### src/rtl/mem_port_arbiter.sv
// mem_port_arbiter
// Shares one single-port, synchronous-read memory between the fetch port (I,
// read-only) and the execute load/store port (D). One access is issued per
// cycle. D normally wins. I is forced through after it has lost STARVE_MAX
// cycles in a row. Read data comes back one cycle after the grant, together
// with a valid strobe for the port that owns the read.
module mem_port_arbiter #(
    parameter int ADDR       = 32,
    parameter int WORD       = 32,
    parameter int STARVE_MAX = 4
) (
    input  logic            clk,
    input  logic            reset,
    // fetch port
    input  logic            i_req,
    input  logic [ADDR-1:0] i_addr,
    input  logic            i_flush,
    output logic            i_gnt,
    output logic            i_stall,
    output logic            i_rvalid,
    output logic [WORD-1:0] i_rdata,
    // load/store port
    input  logic            d_req,
    input  logic            d_we,
    input  logic [ADDR-1:0] d_addr,
    input  logic [WORD-1:0] d_wdata,
    output logic            d_gnt,
    output logic            d_stall,
    output logic            d_rvalid,
    output logic [WORD-1:0] d_rdata,
    // memory side
    output logic [ADDR-1:0] mem_a,
    output logic            mem_w,
    output logic [WORD-1:0] mem_d,
    input  logic [WORD-1:0] mem_q
);

    // Counter must be able to hold STARVE_MAX itself.
    localparam int CW = (STARVE_MAX < 2) ? 1 : $clog2(STARVE_MAX + 1);

    typedef enum logic [1:0] {
        OWN_NONE = 2'd0,
        OWN_I    = 2'd1,
        OWN_D    = 2'd2
    } owner_t;

    owner_t          owner_reg;
    logic [CW-1:0]   starve_cnt_reg;
    logic            force_i;
    logic            d_win;

    // Grant decision: D has priority unless fetch has starved long enough.
    // Both grants are held low while reset is asserted.
    always_comb begin
        force_i = i_req && (starve_cnt_reg == CW'(STARVE_MAX));
        d_win   = d_req && !force_i;
        d_gnt   = !reset && d_win;
        i_gnt   = !reset && i_req && !d_win;
    end

    assign i_stall = i_req & ~i_gnt;
    assign d_stall = d_req & ~d_gnt;

    // Memory bus follows the granted port; idle bus is driven to zero.
    always_comb begin
        mem_a = '0;
        mem_w = 1'b0;
        mem_d = '0;
        if (d_gnt) begin
            mem_a = d_addr;
            mem_w = d_we;
            mem_d = d_wdata;
        end else if (i_gnt) begin
            mem_a = i_addr;
        end
    end

    // Read data is shared. Only the port whose rvalid is high should consume it.
    // A flush in the return cycle cancels the fetch strobe. The data itself
    // passes through unchanged.
    assign i_rdata  = mem_q;
    assign d_rdata  = mem_q;
    assign i_rvalid = (owner_reg == OWN_I) && !i_flush;
    assign d_rvalid = (owner_reg == OWN_D);

    // Owner of the read in flight, reloaded every cycle so back-to-back grants
    // give back-to-back strobes. Writes and idle cycles leave no owner.
    always_ff @(posedge clk or posedge reset) begin
        if (reset) begin
            owner_reg <= OWN_NONE;
        end else if (i_gnt) begin
            owner_reg <= OWN_I;
        end else if (d_gnt && !d_we) begin
            owner_reg <= OWN_D;
        end else begin
            owner_reg <= OWN_NONE;
        end
    end

    // Count consecutive lost fetch cycles, saturating at STARVE_MAX.
    always_ff @(posedge clk or posedge reset) begin
        if (reset) begin
            starve_cnt_reg <= '0;
        end else if (i_req && !i_gnt) begin
            if (starve_cnt_reg != CW'(STARVE_MAX)) begin
                starve_cnt_reg <= starve_cnt_reg + 1'b1;
            end
        end else begin
            starve_cnt_reg <= '0;
        end
    end

endmodule
### config.mk
export PLATFORM = sky130hd
export DESIGN_NAME = mem_port_arbiter
export DESIGN_NICKNAME = d
export VERILOG_FILES = /design/src/rtl/mem_port_arbiter.sv
export SDC_FILE = /design/constraint.sdc
export NUM_CORES = 1
export LEC_CHECK = 0
export ABC_AREA = 1
export CAP_MARGIN = 20
export CORE_AREA = 4 4 101 103
export DETAILED_ROUTE_END_ITERATION = 8
export DIE_AREA = 0 0 105 107
export HOLD_SLACK_MARGIN = 0.12
export MAX_ROUTING_LAYER = met4
export PLACE_DENSITY_LB_ADDON = 0.1
export SETUP_SLACK_MARGIN = 0.1
export SYNTH_ARGS = -nofsm -noshare
export SYNTH_HDL_FRONTEND = slang
export SYNTH_SLANG_ARGS = --single-unit
### constraint.sdc
create_clock -name clk -period 1.8 [get_ports clk]
set_clock_uncertainty 0.1 [all_clocks]
set_input_delay 0.18 -clock clk [delete_from_list [all_inputs] [get_ports clk]]
set_output_delay 0.18 -clock clk [all_outputs]
set_load 0.01 [all_outputs]
==> flow_summary.toml <==
[run_status]
status = "complete, but fails checks"
violations = "negative setup slack"

[drt]
antenna_left = 0
top_layer_used = "met4"
wl_met2_um = 3621
drt_pre_antenna_iters = 4
drtIter0Drc = 36
drc = 0
wl_met1_um = 2283
wl_per_cell_um = 12.92
route.met3.wl_um = 674
routed_wl_um = 6782
vias = 1987
viasPerCell = 3.785

[floorplan]
die_area_mm2 = 0.01124
start_util_pct = 17.24
io_pins = 269
core_region_area_mm2 = 0.009196
rows = 35
die_w_um = 105
die_h_um = 107

[power]
clock_power_share_pct = 19.3
power.leakage_nw = 1.870
power_switching_w = 0.0003631
p_per_area_mw_per_mm2 = 320.5
swShare_pct = 33.31
irDropWorstVdd_v = 0.0001304
power_frac_comb_pct = 69.0
power.internal_w = 0.0007267
p_seq_share_pct = 11.7

[logic_synthesis]
ys_top_cells_by_area = "buf_4 32%, nand2_1 20%, inv_1 9.9%"
syn_area_mm2 = 0.001585
synth_edf_count = 0
yosys_warnings = 0
synth_most_common_cell = "nand2_1"
syn_inst = 274
synth-seq-cells = 5
synth-seq-area-share_pct = 7.893
avgSynthCellArea_um2 = 5.786
async_reset_ff_share_pct = 100.0
ys_types = 19
synth_common_cells = "83 x nand2_1, 67 x buf_4, 42 x inv_1, 40 x nor2_1, 11 x nand2_4"
yosysTopAreaCellShare_pct = 31.73
syn-num-nets = 410
synth_ff_type = "dfrtp_1"
synth_top_area_cell = "buf_4"

[timing]
worst_pin_slew_ns = 0.1897
timing.slew.headroom_pct = 87.30
setup_viol = 63
max_clock_freq_mhz = 521.9
hold_viol_final = 0
min_period_over_period_pct = 106.4
min_period_ns = 1.916
rsz0062_at_grt = "true"
timing.setup.tns_ns = -4.148
setup_slack_ns = -0.1161
drv_slew = 0

[setup_path]
worstPathCellList = "inv_2 > ha_4 > nand3_4 > nand2_4 > nor2_8 > buf_12 > clkbuf_16 > nand2_1 > nand2_1 > buf_2"
path_buf_inv = 4
critPathKind = "flip-flop to output pin"
required_ns = 1.52
cp-start-kind = "flip-flop"
cpMostUsedCell = "nand2_1"
cpPeakStageDelay_ns = 0.35
cp-end-kind = "output pin"
crit_family = "simple AND/OR/NAND/NOR gates"
crit_path_top_delay_cell = "dfrtp_1"
critPathMaxFanout = 6
arrival_ns = 1.64

[clocking]
cts_sinks = 5
cts_root_buf = "clkbuf_8"
cts_hold_buf = 0
cts_tree = "built"
path_clk_slew_ns = 0.04
cts_buffers = 3
cts_max_level = 1
cts_max_path_buffers = 2
worstSkewPairLatency_ns = 0.22

[finish]
drive_gt1_share_pct = 42.27
area_growth_pct = 114.5
fin_util_pct = 36.98
nNetsFinal = 551
multi_input_area_um2 = 909.6
num_antenna_cells = 0
largest_register_ffs = 3
fin_cells = 525
fill_cells = 1003
seq_area_um2 = 125.1

[grt]
gr-usage-all-layers_pct = 10.69
grt_pass1_vias = 1974
antenna_found_initial = 0
grt_max_degree = 23
grt_pass1_wl_um = 9487
overflow = 0

[placed_design]
dp.cells = 501
place.gp.congestion = 0.7536
pre_cts_ws_ns = -0.4029
dp_hpwl_um = 5197
numPortBuffers = 172

[run]
maxCapViolCount = 0

[hold_path]
hold_path.class = "input port to output pin"
==> worst reg2reg max path, cell delays in order, from the launching register on <==
cell	delay (ns)
dfrtp_1	0.37
inv_2	0.07
ha_4	0.15
nand3_4	0.08
buf_4	0.14
buf_4	0.12
nor2_1	0.14
nand2_1	0.07
o21ai_0	0.08
==> per-layer routing <==
layer  vias to the layer above  GRT usage (%)
li1                        996              -
met1                       843          9.924
met2                       117          20.12
met3                        31          3.311
met4                         0          4.873
met5                         -              -
==> timing repair <==
| action | in CTS | in global routing |
|---|---|---|
| pin swaps | 1 | 8 |
| endpoints found under the setup margin | 69 | 69 |
| buffers inserted | 11 | 5 |
| resized for setup | 310 | 65 |
| cloned | 2 | 3 |
==> layout by cell type (no fill, tap or decap), types with 3 or more instances in the layout <==
master and instances:
clkdlybuf4s50_1 103, nand2_2 31, buf_12 7, clkbuf_8 3
dfrtp_1 5, inv_1 40, nor2_2 4, nor2_1 27
buf_4 14, buf_6 36, nor2_4 10, nand2_4 14
buf_2 45, nand2_1 58
==> power groups by stage <==
stage | Sequential, W | Clock (W) | Combinational (W)
2_1_floorplan | 0.000128 | 0 | 0.000351
3_3_place_gp | 0.000127 | 0 | 0.000674
3_5_place_dp | 0.000127 | 0 | 0.000673
4_1_cts | 0.000126 | 0.000217 | 0.000671
5_1_grt | 0.000128 | 0.000232 | 0.000811
6_report | 0.000127 | 0.000210 | 0.000752
==> path summary, 6_finish.rpt <==
kind,startpoint,endpoint,slack [ns],depth (start not counted)
worst max-delay path,starve_cnt_reg[1],mem_a[18],-0.12,10
worst min-delay path,mem_q[1],d_rdata[1],0.26,0
worst max register to register,starve_cnt_reg[1],starve_cnt_reg[0],0.39,8
worst min register to register,starve_cnt_reg[1],starve_cnt_reg[1],0.59,4
max in group asynchronous,reset,starve_cnt_reg[0],1.14,4
min in group asynchronous,reset,starve_cnt_reg[2],0.35,4
==> area by class of cell <==
cell class	instances	area share, %
Timing Repair Buffer	209	58.79
Multi-Input combinational cell	152	26.75
Inverter	44	5.372
Tap cell	111	4.084
Sequential cell	5	3.679
Clock buffer	4	1.325
==> kinds of logic after synthesis <==
| logic type | Yosys count | share of synthesized area [%] |
|---|---|---|
| AND/OR/NAND/NOR | 146 | 42.78 |
| buffers and inverters | 117 | 46.09 |
| flip-flops | 5 | 7.893 |
| AO/OA/AOI/OAI | 3 | 1.105 |
| adder cells (fa/ha/maj) | 2 | 1.578 |
| XOR/XNOR | 1 | 0.5526 |
==> through the flow <==
step | total power, W | cell area, um^2 | hold slack (ns)
finish | 0.001090 | 3401 | 0.2600
CTS | 0.001014 | 3073 | 0.2601
global route | 0.001171 | 3401 | 0.2600
detailed placement | 0.0007997 | 3075 | 0.2601
global placement | 0.0008008 | 3075 | 0.2601
floorplan | 0.0004790 | 1585 | -0.1330
Power figures use the tool's default switching activity.
